===== src/rtl/out_act_regfile.sv =====
// out_act_regfile: per-PE output-activation register file.
// Write-back port from the add stage, one registered read port for the mult stage
// with write-first and output-forward bypasses, and a clear/drain sequencer.
// Optional feature macro: OUT_ACT_RELU_EN (zeroes negative values on the drain port only).
module out_act_regfile #(
   parameter int DEPTH  = 16,
   parameter int ADDR_W = 4,
   parameter int ACT_W  = 24
) (
   input  logic              clk,
   input  logic              rst,
   input  logic              rd_en,
   input  logic [ADDR_W-1:0] rd_addr,
   output logic [ACT_W-1:0]  rd_data,
   input  logic              wr_en,
   input  logic [ADDR_W-1:0] wr_addr,
   input  logic [ACT_W-1:0]  wr_data,
   input  logic              clr_start,
   input  logic              drain_start,
   output logic              busy,
   output logic              drain_valid,
   input  logic              drain_ready,
   output logic [ADDR_W-1:0] drain_addr,
   output logic [ACT_W-1:0]  drain_data
);

   typedef enum logic [1:0] {IDLE, CLEAR, DRAIN} state_t;

   localparam logic [ADDR_W-1:0] LAST = ADDR_W'(DEPTH - 1);

   logic [ACT_W-1:0]  mem [DEPTH];
   state_t            state_q;
   logic [ADDR_W-1:0] cnt_q;
   logic              busy_q;
   logic              drain_valid_q;
   logic [ADDR_W-1:0] drain_addr_q;
   logic [ACT_W-1:0]  drain_data_q;
   logic [ADDR_W-1:0] rd_addr_q;
   logic [ACT_W-1:0]  mem_q;

   logic              drain_hs;
   logic [ADDR_W-1:0] drain_sel_d;
   logic [ACT_W-1:0]  drain_raw_d;
   logic [ACT_W-1:0]  drain_val_d;

   assign drain_hs = drain_valid_q & drain_ready;

`ifdef OUT_ACT_RELU_EN
   // Drained values are rectified; the stored array keeps the raw sum
   assign drain_val_d = drain_raw_d[ACT_W-1] ? '0 : drain_raw_d;
`else
   assign drain_val_d = drain_raw_d;
`endif

   // Select the entry to present next on the drain port, forwarding a same-cycle write
   always_comb begin
      drain_sel_d = cnt_q;
      if (state_q == IDLE) begin
         drain_sel_d = '0;
      end else if (state_q == DRAIN && drain_hs) begin
         drain_sel_d = cnt_q + 1'b1;
      end
      drain_raw_d = (wr_en && wr_addr == drain_sel_d) ? wr_data : mem[drain_sel_d];
   end

   // Array writes: clear write first, so an upstream write to the same entry wins
   always_ff @(posedge clk) begin
      if (state_q == CLEAR) begin
         mem[cnt_q] <= '0;
      end
      if (wr_en) begin
         mem[wr_addr] <= wr_data;
      end
   end

   // Registered read with write-first bypass; rd_en low holds the previous result
   always_ff @(posedge clk or posedge rst) begin
      if (rst) begin
         rd_addr_q <= '0;
         mem_q     <= '0;
      end else if (rd_en) begin
         rd_addr_q <= rd_addr;
         mem_q     <= (wr_en && wr_addr == rd_addr) ? wr_data : mem[rd_addr];
      end
   end

   // Output forward: a write landing on the address just read replaces the stale value
   assign rd_data = (wr_en && wr_addr == rd_addr_q) ? wr_data : mem_q;

   // Clear/drain sequencer with registered status and drain outputs
   always_ff @(posedge clk or posedge rst) begin
      if (rst) begin
         state_q       <= IDLE;
         cnt_q         <= '0;
         busy_q        <= 1'b0;
         drain_valid_q <= 1'b0;
         drain_addr_q  <= '0;
         drain_data_q  <= '0;
      end else begin
         case (state_q)
            IDLE: begin
               if (clr_start) begin
                  state_q <= CLEAR;
                  busy_q  <= 1'b1;
                  cnt_q   <= '0;
               end else if (drain_start) begin
                  state_q       <= DRAIN;
                  busy_q        <= 1'b1;
                  cnt_q         <= '0;
                  drain_valid_q <= 1'b1;
                  drain_addr_q  <= '0;
                  drain_data_q  <= drain_val_d;
               end
            end
            CLEAR: begin
               // cnt wraps back to 0 after the last entry
               cnt_q <= cnt_q + 1'b1;
               if (cnt_q == LAST) begin
                  state_q <= IDLE;
                  busy_q  <= 1'b0;
               end
            end
            DRAIN: begin
               if (drain_hs) begin
                  if (cnt_q == LAST) begin
                     state_q       <= IDLE;
                     busy_q        <= 1'b0;
                     drain_valid_q <= 1'b0;
                     cnt_q         <= '0;
                  end else begin
                     cnt_q        <= cnt_q + 1'b1;
                     drain_addr_q <= cnt_q + 1'b1;
                     drain_data_q <= drain_val_d;
                  end
               end else begin
                  // Stalled: refresh so a write to the presented entry shows up
                  drain_data_q <= drain_val_d;
               end
            end
            default: begin
               state_q <= IDLE;
            end
         endcase
      end
   end

   assign busy        = busy_q;
   assign drain_valid = drain_valid_q;
   assign drain_addr  = drain_addr_q;
   assign drain_data  = drain_data_q;

endmodule

===== config.mk =====
export PLATFORM = sky130hd
export DESIGN_NAME = out_act_regfile
export DESIGN_NICKNAME = d
export VERILOG_FILES = /design/src/rtl/out_act_regfile.sv
export SDC_FILE = /design/constraint.sdc
export NUM_CORES = 1
export LEC_CHECK = 0
export ABC_CLOCK_PERIOD_IN_PS = 6100
export BUFFER_PORTS_ARGS = -buffer_cell sky130_fd_sc_hd__buf_4
export CAP_MARGIN = 20
export CORE_UTILIZATION = 30
export CTS_CLUSTER_SIZE = 14
export DETAILED_ROUTE_END_ITERATION = 10
export GPL_TIMING_DRIVEN = 0
export SETUP_SLACK_MARGIN = 0.3
export SLEW_MARGIN = 20
export SYNTH_ARGS = -nofsm -noshare
export SYNTH_HDL_FRONTEND = slang
export SYNTH_SLANG_ARGS = --single-unit

===== constraint.sdc =====
create_clock -name clk -period 6.1 [get_ports clk]
set_input_delay 0.915 -clock clk [delete_from_list [all_inputs] [get_ports clk]]
set_output_delay 0.915 -clock clk [all_outputs]
set_load 0.05 [all_outputs]

==> run metrics, run 1 <==
Synth area leader=edfxtp_1; synthesized area=0.0245 sq mm; Tmin final=4350 ps; worst r2r dst=drain_data[20]; # DRC=12; FILL cells=7972; DR pass1 iterations=11; CP startpoint=wr_addr[3]; Final nets=2242; H-tree Lvls=2; Total GRT Usage=0.210; Top cell by count, worst path=clkbuf_1; Antenna Nets Post-Route=0; cells along the critical path=clkbuf_1, o22ai_1, nor3_1, and2_1, clkbuf_1, clkbuf_1, mux2_2, buf_4; path depth of the worst reg2reg path=11; final non-filler cell area=0.0281 sq mm; dpl cells=3204; Yosys reg bits=448; Root Buffer=clkbuf_16; Tcrit/Tclk final=0.713; Chip Width=288 um; CP Class=in2out; Lkg Pwr=9.68 nW; worst-skew pair later-pin latency=610 ps; sequential cell area=0.0131 sq mm; Post-Route WL=87900 um; Cells after Synth=2058; Placed Area=0.0265 sq mm; Std-Cell Core Area=0.0807 sq mm; sequential-to-total area share from yosys stat=0.536; Synthesized Nets=2106; WP data required=5180 ps; Slew Viols, Final=0; IO Pins=93; CTS buffer count=47; CP Launch Type=input port; cell area power density=331 mW/mm^2; CP endpoint=rd_data[13]; DR WL/cell=26.7 um; Tightest Pin Transition=1240 ps; RSZ-0062 raised after global routing=no; failing checks=design-rule violations; Distinct cells, synth=64; area delta synth->final=14.8%; Most used DFF post-synth=edfxtp_1; Post-CTS Setup Bufs=0; largest cells by area after synthesis=edfxtp_1 47%, and2_1 9.4%, mux4_2 8.8%; DR vias=18123; Die ar.=0.0828 sq mm; Slew headroom=0.147; Vias per Instance=5.50; # port buffers=85; clk buf depth=3; non-filler instance count after layout=3293; number of global-route vias before repair=17756; Async SR Flop Fraction=0.143; setup_tns=0 ps; Setup crit end kind=primary output; Crit-path slowest cell=clkbuf_1; Hold Buf Count CTS=0; total gr overflow=0; Multi-input gate area=0.0105 sq mm; row count=104; Worst Hold Class=in2async; CTS resizes=0; Final Hold Vio Count=0; final setup violation count=0; Post-synth top cells=384 x edfxtp_1, 370 x and2_1, 287 x nand2_1; Die Ht=288 um; Syn. warnings=0; synthesized area per cell=11.9 sq um; Finished Core Util=0.349; status=finished, violations left; Reg clk slew, reported paths=60 ps; Clock Skew=27.2 ps; post-synth top area share=0.471; CP Data Arrival Time=3440 ps; largest net degree at the start of global routing=43; Post-synth EDFFs=384; Max Clock Freq=230 MHz; total power=0.00932 W; count leader, synth=edfxtp_1; first-pass GRT wire length=125000 um; Slowest Stage Delay on Critical Path=670 ps; initial core utilization=0.304; R2R Setup Slk=1830 ps; DP Wirelength=67700 um; VDD IR max=0.199 mV; initial detailed-routing violation count=2196; share of cells above drive strength 1=0.165; routability cong.=0.982; Max FO, Critical Path=10; initial antenna violation count=4; TritonCTS clock tree=yes; Max Cap Viol=0; clk sinks=448; R2R Path Start=state_q[0]
-- flip-flops by register name, summed over array words and instances (netlist names) --
name,count
busy,1
cnt_q,4
drain_addr,4
drain_data,24
drain_valid,1
mem,384
mem_q,24
rd_addr_q,4
state_q,2
-- per-stage QoR --
| step | hold WS (ps) | setup WS, ps |
|---|---|---|
| 3_5_place_dp | 476 | 1670 |
| 4_1_cts | 287 | 1650 |
| 5_1_grt | 311 | 1420 |
| 6_report | 296 | 1750 |
| 3_3_place_gp | 469 | 1500 |
| 2_1_floorplan | 485 | 2550 |
-- placed cells by master, fill, tap and decap left out, types with 24 or more instances in the layout --
cell and instances:
edfxtp_1 384, and2_1 370, nand2_1 287, clkbuf_1 132
mux2i_1 97, mux4_2 96, buf_4 85, dfrtp_1 64
a21oi_1 57, nand3_1 54, a211oi_1 48, clkbuf_16 47
buf_2 45, nor2_1 42, o21ai_0 42, o211ai_1 36
nor2b_1 29, mux2_2 29, o2bb2ai_1 24
-- worst max-delay path, delay by kind of cell --
kind,cells,cell delay (ps)
multiplexers,1,480
buffers and inverters,4,1540
AND/OR/NAND/NOR,2,340
AO/OA/AOI/OAI,1,160
-- cell families (layout without fill, tap and decap cells) --
family / count (synthesis) / after routing / share of synthesized area
other: 0 / 1 / 0
multiplexers: 225 / 225 / 0.143
AND/OR/NAND/NOR: 847 / 847 / 0.181
AO/OA/AOI/OAI: 317 / 317 / 0.0945
buffers and inverters: 200 / 374 / 0.0350
flip-flops: 448 / 448 / 0.536
adder cells (fa/ha/maj): 9 / 9 / 0.00460
XOR/XNOR: 12 / 12 / 0.00490
-- report_power, final --
group	leakage [nW]	switching, W	total (W)	internal (W)
combinational	5.06	0.00174	0.00256	0.000814
clock	0.777	0.00128	0.00308	0.00180
sequential	3.85	0.000164	0.00368	0.00352
-- layout make-up --
class | count | share of cell area
timing repair buffer | 87 | 0.0242
clock inverter | 31 | 0.0127
sequential | 448 | 0.467
buffer | 190 | 0.0292
tap | 1060 | 0.0471
inverter | 10 | 0.00142
antenna | 1 | 0.0000890
clock buffer | 56 | 0.0444
multi-input combinational | 1410 | 0.374
-- worst min path at each step --
stage	to	slack [ps]
2_1_floorplan	mem_q[4]	490
3_3_place_gp	drain_addr[3]	470
3_5_place_dp	drain_addr[3]	480
4_1_cts	drain_valid	290
5_1_grt	drain_addr[0]	310
6_report	mem_q[17]	300
-- per-layer routing --
metal	track usage	up-vias	routed length, um
met5	0	-	21
li1	-	7837	-
met2	0.338	932	40900
met3	0.0354	147	7420
met4	0.0731	2	3020
met1	0.285	9205	36600
No activity file was read; power rests on OpenSTA's default activity.
==> inputs of run 2 (changes only) <==
--- a/config.mk
+++ b/config.mk
@@ -5,7 +5,7 @@
 export SDC_FILE = /design/constraint.sdc
 export NUM_CORES = 1
 export LEC_CHECK = 0
-export ABC_CLOCK_PERIOD_IN_PS = 6100
+export ABC_CLOCK_PERIOD_IN_PS = 4200
 export BUFFER_PORTS_ARGS = -buffer_cell sky130_fd_sc_hd__buf_4
 export CAP_MARGIN = 20
 export CORE_UTILIZATION = 30
==> constraint.sdc (replaced) <==
create_clock -name clk -period 4.2 [get_ports clk]
set_input_delay 0.63 -clock clk [delete_from_list [all_inputs] [get_ports clk]]
set_output_delay 0.63 -clock clk [all_outputs]
set_load 0.05 [all_outputs]
==> run 2 against run 1 <==
  * The flow still finishes with violations (design-rule violations)
  * Core utilization about the same
  * Power increased by 45%
  * Design area about the same
  * Largest power group unchanged
  * First-iteration DRC count shrank 3.0%
  * Non-clock buffer count is the same
  * Sequential cell count unchanged
  * Routed wire length is essentially flat
  * Sequential power is 45% higher
  * Register-to-register slack worse by 1500 ps
  * Worst setup slack got worse by 1500 ps
  * Sequential share of layout area about the same
==> run metrics, run 2 (synthesized netlist as in run 1, its figures left out) <==
TritonCTS clock tree=yes (unchanged); DR pass1 iterations=9 (was 11); Clock Skew=25.5 ps (was 27.2 ps); Slowest Stage Delay on Critical Path=760 ps (was 670 ps); Total GRT Usage=0.210 (about the same); Biggest register=mem (unchanged); Slew Viols, Final=0 (unchanged); Max Clock Freq=255 MHz; Tcrit/Tclk final=0.932; clk sinks=448 (unchanged); Reg clk slew, reported paths=60 ps (about the same); Lkg Pwr=9.69 nW (was 9.68 nW); worst-skew pair later-pin latency=610 ps (about the same); area delta synth->final=14.9% (was 14.8%); WP buf/inv=5 (was 4); WP data required=4730 ps (was 5180 ps); number of global-route vias before repair=17768 (was 17756); Reg power frac=0.395 (about the same); Root Buffer=clkbuf_16 (unchanged); number of flip-flops under the largest register name=384 (unchanged); Placed Area=0.0265 sq mm (unchanged); IO Pins=93 (unchanged); Clock Power Share=0.330 (was 0.331); CP Launch Type=flop (was input port); R2R Setup Slk=280 ps (was 1830 ps); commonest cells after routing, fill and taps aside=384 x edfxtp_1, 370 x and2_1, 287 x nand2_1 (unchanged); final setup violation count=0 (unchanged); initial antenna violation count=3 (was 4); CP Class=reg2reg (was in2out); Slew headroom=0.238 (was 0.147); CP Data Arrival Time=4440 ps (was 3440 ps); cell area power density=481 mW/mm^2 (was 331 mW/mm^2); DR WL/cell=26.7 um (about the same); initial core utilization=0.304 (unchanged); H-tree Lvls=2 (unchanged); Final Hold Vio Count=0 (unchanged); CTS buffer count=47 (unchanged); DP Wirelength=67700 um (unchanged); cells along the critical path=inv_1, ha_1, buf_6, and3_1, buf_6, mux2i_2, buf_2, clkdlybuf4s15_1, o211ai_1, o211ai_1, o2111a_1 (was clkbuf_1, o22ai_1, nor3_1, and2_1, clkbuf_1, clkbuf_1, mux2_2, buf_4); # port buffers=85 (unchanged); Std-Cell Core Area=0.0807 sq mm (unchanged); most common cell after layout, fill and taps aside=edfxtp_1 (unchanged); Worst Hold Class=in2async (unchanged); VDD IR max=0.290 mV (was 0.199 mV); initial detailed-routing violation count=2130 (was 2196); switching power=0.00463 W (was 0.00319 W); Max Cap Viol=0 (unchanged); final non-filler cell area=0.0282 sq mm (was 0.0281 sq mm); Die Ht=288 um (unchanged); Tmin final=3920 ps; Chip Width=288 um (unchanged); setup_tns=0 ps (unchanged); delay-heaviest family, CP=buffers and inverters (unchanged); Setup crit end kind=flop (was primary output); Post-CTS Setup Bufs=0 (unchanged); RSZ-0062 raised after global routing=yes (was no); Vias per Instance=5.51 (was 5.50); share of cells above drive strength 1=0.166 (was 0.165); switching fraction of total power=0.342 (about the same); Die ar.=0.0828 sq mm (unchanged); Final nets=2242 (unchanged); FILL cells=7970 (was 7972); combinational power share=0.275 (was 0.274); Antenna Nets Post-Route=0 (unchanged); status=finished, violations left (unchanged); failing checks=design-rule violations (unchanged); largest net degree at the start of global routing=43 (unchanged); # DRC=12 (unchanged); Hold Buf Count CTS=0 (unchanged); Tightest Pin Transition=1140 ps (was 1240 ps); clk buf depth=3 (unchanged); row count=104 (unchanged); routability cong.=0.982 (unchanged); DR vias=18130 (was 18123); Multi-input gate area=0.0105 sq mm (about the same); sequential cell area=0.0131 sq mm (unchanged); Crit-path slowest cell=clkdlybuf4s15_1 (was clkbuf_1); total internal power=0.00891 W (was 0.00613 W); Post-Route WL=88000 um (was 87900 um); Max FO, Critical Path=10 (unchanged); first-pass GRT wire length=125000 um (about the same); total gr overflow=0 (unchanged)
==> run 2: repair_timing <==
item / 4_1_cts / 5_1_grt
gates resized for setup: 2 / 5
hold endpoints to repair: 0 / 0
endpoints found under the setup margin: 21 / 11
pin swaps: 0 / 0
==> run 2: cell type report <==
type | count | area share
Timing Repair Buffer | 87 | 0.0242
Tap cell | 1060 | 0.0471
Clock buffer | 56 | 0.0444
Buffer | 190 | 0.0295
Inverter | 10 | 0.00142
Sequential cell | 448 | 0.467
Clock inverter | 31 | 0.0127
Antenna cell | 1 | 0.0000889
Multi-Input combinational cell | 1410 | 0.374
==> run 2: final timing paths <==
path,start,endpoint,cells past startpoint
max reg2reg,state_q[0],drain_data[20],11
min reg2reg,drain_addr[3],drain_addr[3],2
min,rst,drain_addr[0],2
min in group clk,clr_start,state_q[0],3
max in group asynchronous,rst,mem_q[10],3
max,state_q[0],drain_data[20],11
==> run 2: layer usage <==
metal | up-vias | wire length, um | share of wire | GRT usage
li1 | 7836 | - | - | -
met1 | 9124 | 36100 | 0.41 | 0.284
met2 | 1008 | 40800 | 0.46 | 0.338
met3 | 160 | 7930 | 0.090 | 0.0368
met4 | 2 | 3120 | 0.035 | 0.0731
met5 | - | 46 | 0.00052 | 0
==> run 2: power by group through the flow <==
stage | Combinational, W | Sequential [W] | Clock [W]
CTS | 0.00367 | 0.00534 | 0.00448
floorplan | 0.00196 | 0.00575 | 0
global route | 0.00392 | 0.00536 | 0.00464
detailed placement | 0.00365 | 0.00543 | 0
finish | 0.00372 | 0.00535 | 0.00447
global placement | 0.00363 | 0.00542 | 0
==> run 2: stage by stage <==
step                      hold slack (ps)  worst slack, ps  instances  utilization  power, W
after CTS                            1.79              383       3291        0.349    0.0135
after detailed placement              476             96.1       3204        0.329   0.00908
final                                11.8              285       3293        0.349    0.0135
after global routing                 25.9              301       3293        0.349    0.0139
after global placement                469             -116       3203        0.328   0.00905
after floorplan                       485             1220       2058            -   0.00771
